===== src/rtl/sa_matmul_seq.sv =====
// Control sequencer for a weight-stationary systolic array: weight load, skewed
// activation streaming, skewed output write-back, with reuse and accumulate modes.
module sa_matmul_seq #(
  parameter int NUM_ROWS = 4,
  parameter int NUM_COLS = 4,
  parameter int MAX_M    = 16,
  parameter int M_W      = $clog2(MAX_M + 1)
) (
  input  logic                         clk,
  input  logic                         rst_n,
  input  logic                         i_start,
  input  logic [M_W-1:0]               i_m_len,
  input  logic                         i_reuse_w,
  input  logic                         i_acc_mode,
  output logic                         o_busy,
  output logic                         o_done,
  output logic                         o_err,
  output logic                         o_w_valid,
  output logic                         o_w_rd_en,
  output logic [$clog2(NUM_ROWS)-1:0]  o_w_rd_addr,
  output logic                         o_load_w,
  output logic [NUM_ROWS-1:0]          o_in_rd_en,
  output logic [NUM_ROWS*M_W-1:0]      o_in_rd_addr,
  output logic [NUM_ROWS-1:0]          o_act_valid,
  output logic [NUM_COLS-1:0]          o_out_wr_en,
  output logic [NUM_COLS*M_W-1:0]      o_out_wr_addr,
  output logic                         o_out_acc
);

  localparam int WA_W = $clog2(NUM_ROWS);
  localparam int T_W  = $clog2(MAX_M + NUM_ROWS + NUM_COLS + 1);

  localparam logic [1:0] StIdle   = 2'd0;
  localparam logic [1:0] StLoadW  = 2'd1;
  localparam logic [1:0] StStream = 2'd2;
  localparam logic [1:0] StDone   = 2'd3;

  logic [1:0]          state_q, state_d;
  logic [T_W-1:0]      t_q, t_d;
  logic [M_W-1:0]      m_len_q, m_len_d;
  logic                acc_q, acc_d;
  logic                w_valid_q, w_valid_d;
  logic                err_q, err_d;
  logic [NUM_ROWS-1:0] act_valid_q;
  logic                start_bad;
  int                  t_i, m_i;

  assign t_i = int'(t_q);
  assign m_i = int'(m_len_q);

  assign start_bad = (i_m_len == '0) || (int'(i_m_len) > MAX_M) || (i_reuse_w && !w_valid_q);

  always_comb begin
    state_d   = state_q;
    t_d       = t_q + T_W'(1);
    m_len_d   = m_len_q;
    acc_d     = acc_q;
    w_valid_d = w_valid_q;
    err_d     = 1'b0;
    unique case (state_q)
      StIdle: begin
        t_d = '0;
        if (i_start) begin
          if (start_bad) begin
            err_d = 1'b1;
          end else begin
            m_len_d = i_m_len;
            acc_d   = i_acc_mode;
            if (i_reuse_w) begin
              state_d = StStream;
            end else begin
              state_d   = StLoadW;
              w_valid_d = 1'b0;
            end
          end
        end
      end
      StLoadW: begin
        if (t_q == T_W'(NUM_ROWS)) begin
          state_d   = StStream;
          t_d       = '0;
          w_valid_d = 1'b1;
        end
      end
      StStream: begin
        if (t_i == m_i + NUM_ROWS + NUM_COLS - 1) begin
          state_d = StDone;
          t_d     = '0;
        end
      end
      default: begin
        state_d = StIdle;
        t_d     = '0;
      end
    endcase
  end

  // Memory-side strobes are decoded from (state, t) so they never see the inputs.
  always_comb begin
    o_w_rd_en     = 1'b0;
    o_w_rd_addr   = '0;
    o_load_w      = 1'b0;
    o_in_rd_en    = '0;
    o_in_rd_addr  = '0;
    o_out_wr_en   = '0;
    o_out_wr_addr = '0;
    if (state_q == StLoadW) begin
      if (t_i < NUM_ROWS) begin
        o_w_rd_en   = 1'b1;
        o_w_rd_addr = WA_W'(NUM_ROWS - 1 - t_i);
      end
      o_load_w = (t_i >= 1);
    end
    if (state_q == StStream) begin
      for (int r = 0; r < NUM_ROWS; r++) begin
        if (t_i >= r && t_i < r + m_i) begin
          o_in_rd_en[r]               = 1'b1;
          o_in_rd_addr[r*M_W +: M_W] = M_W'(t_i - r);
        end
      end
      // One PE hop per column plus the input read latency ahead of the first row.
      for (int c = 0; c < NUM_COLS; c++) begin
        if (t_i >= NUM_ROWS + c + 1 && t_i < NUM_ROWS + c + 1 + m_i) begin
          o_out_wr_en[c]              = 1'b1;
          o_out_wr_addr[c*M_W +: M_W] = M_W'(t_i - NUM_ROWS - c - 1);
        end
      end
    end
  end

  always_ff @(posedge clk or negedge rst_n) begin
    if (!rst_n) begin
      state_q     <= StIdle;
      t_q         <= '0;
      m_len_q     <= '0;
      acc_q       <= 1'b0;
      w_valid_q   <= 1'b0;
      err_q       <= 1'b0;
      act_valid_q <= '0;
    end else begin
      state_q     <= state_d;
      t_q         <= t_d;
      m_len_q     <= m_len_d;
      acc_q       <= acc_d;
      w_valid_q   <= w_valid_d;
      err_q       <= err_d;
      act_valid_q <= o_in_rd_en;
    end
  end

  assign o_busy      = (state_q == StLoadW) || (state_q == StStream);
  assign o_done      = (state_q == StDone);
  assign o_err       = err_q;
  assign o_w_valid   = w_valid_q;
  assign o_act_valid = act_valid_q;
  assign o_out_acc   = acc_q;

endmodule


===== config.mk =====
export PLATFORM = sky130hd
export DESIGN_NAME = sa_matmul_seq
export DESIGN_NICKNAME = d
export VERILOG_FILES = /design/src/rtl/sa_matmul_seq.sv
export SDC_FILE = /design/constraint.sdc
export NUM_CORES = 1
export LEC_CHECK = 0
export CAP_MARGIN = 15
export CORE_UTILIZATION = 48
export CTS_CLUSTER_DIAMETER = 40
export DETAILED_ROUTE_END_ITERATION = 12
export DONT_BUFFER_PORTS = 1
export PLACE_DENSITY = 0.63
export SYNTH_ARGS = -nofsm -noshare
export SYNTH_HDL_FRONTEND = slang
export SYNTH_SLANG_ARGS = --single-unit

===== constraint.sdc =====
create_clock -name clk -period 5.8 [get_ports clk]
set_clock_uncertainty 0.2 [all_clocks]
set_input_delay 0.58 -clock clk [delete_from_list [all_inputs] [get_ports clk]]
set_output_delay 0.58 -clock clk [all_outputs]
set_load 0.02 [all_outputs]

# == Yosys cells after proc, flatten, opt, wreduce, memory -nomap -nowiden ==
# Cells that the tools add are included.
# op_classes
add_sub_neg,22
magnitude_cmp,18
n_eq_ne,10
n_mux,42
n_bitwise,1
reduce_logical,19
# op_table
op,count
$mux 5,10
$lt 5x6->1,7
$mux 20,2
$sub 5x2->5 const B,6
$add 3x5->6 const A,3
$mux 1,18
$ge 5x3->1 const B,3
$sub 5x3->5 const B,3
$mux 2,7
$add 2x5->6 const A,2
$ge 5x1->1 const B,2
$ge 5x2->1 const B,2
$ne 2x2->1 const B,5
$pmux 5 s2,1
$logic_and 1x1->1,9
$eq 6x8->1,1
$mux 4,2
$sub 7x1->8 const B,1
$add 6x3->7 const B,1
$add 1x5->6 const A,1
$add 4x5->6 const A,1
$add 5x3->6 const B,1
$pmux 2 s3,1
$add 5x1->5 const B,1
other kinds (19),22
# word_totals
register_bits,19
input_bits,10
out_inout_bits,61
word_cells,119

# == Logic depth before layout (Yosys ltp) ==
# logic_depth
depth_word,6
mapped_depth,11
mapped_depth_nobuf,10

# == Least setup slack after synthesis ==
# Ideal clock, no wire load.
# synth_path
kind,reg-to-output
start,register m_len_q[2]
end,output o_out_wr_addr[10]
arrival_time_ns,2.566
t_required_ns,5.020
slack_ns,2.454
path_stages_with_launch,12
path_buffers,1
path_cell_list,dfrtp_1 clkbuf_1 inv_1 ha_1 a21bo_2 xnor2_1 ha_1 nand2_1 o21bai_1 a21boi_0 a2bb2oi_1 nor3b_1
# synth_between
elab_chain_cells,5
# synth_lines
item,line,text
"start, declared",40,"logic [M_W-1:0] m_len_q, m_len_d;"
"start signal, assigned",143,m_len_q <= m_len_d;
$add 3x5->6,123,if (t_i >= NUM_ROWS + c + 1 && t_i < NUM_ROWS + c + 1 + m_i) begin
$lt 5x6->1,123,
$logic_and 1x1->1,123,
$mux 5,123,
$mux 20,114,if (state_q == StStream) begin
"end, declared",26,"output logic [NUM_COLS*M_W-1:0] o_out_wr_addr,"
# No other way between the ends.

# == Final worst setup path ==
# layout_path
start,register m_len_q[2]
end,output o_in_rd_addr[14]
# layout_between
elab_chain_cells,5
# layout_lines
item,line,text
$add 2x5->6,116,if (t_i >= r && t_i < r + m_i) begin
$lt 5x6->1,116,
$logic_and 1x1->1,116,
$mux 5,116,
$mux 20,114,
"end, declared",23,"output logic [NUM_ROWS*M_W-1:0] o_in_rd_addr,"
# No other way between the ends.

==> metrics.txt <==
status finished, final reports clean; period utilization 66.8%; Fin Hold WS 234 ps; CORE AREA 0.00517 mm^2; Most used DFF post-synth dfrtp_1; Avg WL per Cell 17.4 um; largest net degree at the start of global routing 21; number of CTS-inserted buffers 3; Min-Delay Path Class in -> reg; RR Startpoint t_q[0]; Mean Syn Cell Area 8.05 um^2; DIE AREA 0.00572 mm^2; Via Count 2,306; top-count cell post-synth ha_1; Post-DRT Antenna Nets 0; Final Net Count 388; # fillers 504; number of synthesized flops with an enable pin 0; antenna cells 0; Routed WL 6790 um; Worst Path Class, Setup reg -> out; Post-CTS Setup Repair Bufs 0; 1st-iter DRT viols 93; Final Hold Fails 0; Multi-input gate area 0.00199 mm^2; Max-cap violations 0; synthesized cell area 0.00260 mm^2; largest family of logic cells by synthesized area adder cells; layout cell share with drive strength beyond 1 3.75%; Slew HR 37.5%; Fmax 0.258 GHz; worst r2r dst o_act_valid[2]; H-tree depth 1; Final Max Tran Viols 0; Synth Area in Compound Gates 14.6%; Longest Clk Path Bufs 2; FF/Latch Area 475 um^2; Slew @ Worst Pin 930 ps; Synth area leader ha_1; CTS Sinks 19; synthesis-to-layout area growth 4.28%; Clock Pin Slew Worst Setup and Hold Paths 70 ps; Residual DRC 0; library cells used by synthesis 42; Inst Count DP 385; Initial Utilization 50.3%; Synth Register Bits 19; share of flip-flops with an asynchronous set or reset 100%; Worst setup EP type primary output; FF-to-FF setup slack 2790 ps; total global-route track usage 24.9%; final setup violation count 0; Worst-Skew Late Latency 260 ps; hold path depth 2; sequential area share after synthesis 18.3%; HPWL after detailed placement 5130 um; setup_tns 0 ps; synth top area cells ha_1, dfrtp_1, xnor2_1; RSZ-0062 raised after global routing false; Port Buffer Count 0; Worst Min Path Start i_start; R2R depth 7; CTS root buffer clkbuf_8; total gr overflow 0; vias in the first global route 2,104; multiplexer share of the synthesized area 3.17%; YS warnings 0; Arrival @ worst endpoint 3100 ps; initial antenna violation count 0; simple-gate share of the synthesized area 20.2%; Boundary Pins 71; Vias/cell 5.91; GPL Wtd Cong 0.858; DR pass1 iterations 5; TritonCTS clock tree yes; die height 75.6 um; first-pass GRT wire length 10,600 um; Worst Path Max Fanout 11; Hold Crit Endpoint o_err; die width 75.6 um; Placement Rows 26; Power Density 464 mW/mm^2; final instance count without filler cells 390; post-layout minimum cycle time 3880 ps; post-synthesis adder-cell area fraction 27.4%; Setup crit start kind register; Max rail drop VDD 0.236 mV; Static Leak 1.33 nW; top cells by count, synth ha_1, nor2_1, nand2_1; CP required 5020 ps; Synth top area share 27.4%; post-synthesis xor/xnor area fraction 11.1%; Post-Syn Nets 390; Post-Synthesis Cells 323
[worst max path at each step]
stage | from | to | slack [ps] | depth (start not counted)
final | m_len_q[2] | o_in_rd_addr[14] | 1920 | 8
after global routing | m_len_q[1] | o_out_wr_addr[0] | 1700 | 9
after CTS | m_len_q[1] | o_out_wr_addr[0] | 1910 | 9
after detailed placement | m_len_q[1] | o_out_wr_addr[0] | 2210 | 9
after global placement | m_len_q[1] | o_out_wr_addr[0] | 2170 | 9
after floorplan | m_len_q[2] | o_out_wr_addr[10] | 2450 | 11
[metal layers]
metal / up-vias / track usage [%] / wire [um]
met5: - / 0 / 0
met4: 0 / 6.38 / 89
met3: 8 / 3.70 / 286
met2: 73 / 41.3 / 3240
met1: 1112 / 34.1 / 3170
li1: 1113 / - / -
[layout make-up]
type	instances	share of cell area (%)
multi-input cells	268	73.3
flip-flops and latches	19	17.5
inverters	28	3.87
well taps	70	3.23
clock buffers	4	1.66
repair buffers	1	0.369
[flip-flops by register name, indices dropped and copies added (netlist names)]
signal,cells
m_len_q,5
o_act_valid,4
o_err,1
o_out_acc,1
o_w_valid,1
state_q,2
t_q,5
[worst max-delay path, stage by stage, from the launching register on]
cell	delay, ps
dfrtp_1	580
inv_1	220
ha_1	350
inv_1	50
ha_1	260
a21o_1	160
a21oi_1	150
o2111ai_1	360
nor3_1	720
[where the power goes]
group | internal (mW) | switching (mW) | total (mW)
Clock | 0.0489 | 0.0453 | 0.0942
Sequential | 0.174 | 0.111 | 0.284
Combinational | 0.335 | 0.545 | 0.879
Total | 0.557 | 0.700 | 1.26
[metrics by stage]
| stage | total power, mW | cell area (um^2) | worst slack, ps | utilization (%) |
|---|---|---|---|---|
| finish | 1.26 | 2710 | 1920 | 52.4 |
| global route | 1.38 | 2710 | 1700 | 52.4 |
| floorplan | 0.968 | 2600 | 2450 | - |
| global placement | 1.15 | 2660 | 2170 | 51.4 |
| CTS | 1.26 | 2710 | 1910 | 52.4 |
| detailed placement | 1.16 | 2660 | 2210 | 51.4 |
[cells by family after synthesis]
logic type / Yosys count
AO/OA/AOI/OAI: 60
XOR/XNOR: 33
adder cells (fa/ha/maj): 57
buffers and inverters: 36
flip-flops: 19
multiplexers: 7
AND/OR/NAND/NOR: 111
[placed cells by master (no fill, tap or decap), types with 3 or more instances in the layout]
cell      count
nand2_1      31
nand3_1       9
nor2b_1       6
inv_1        26
and3_1        3
dfrtp_1      19
mux2_2        6
xnor2_1      23
a21oi_1      20
a31oi_1       4
nor4_1       11
a21boi_0      4
nor3b_1       3
xor2_1       10
ha_1         57
o21ai_0      11
nor3_1        8
a21o_1        3
clkbuf_8      3
nor2_1       33
[what timing repair did]
item | in CTS | in global routing
endpoints found under the hold margin | 19 | 0
hold buffers | 1 | 0
gates resized for setup | 0 | 0
No activity file was read; power rests on OpenSTA's default activity.
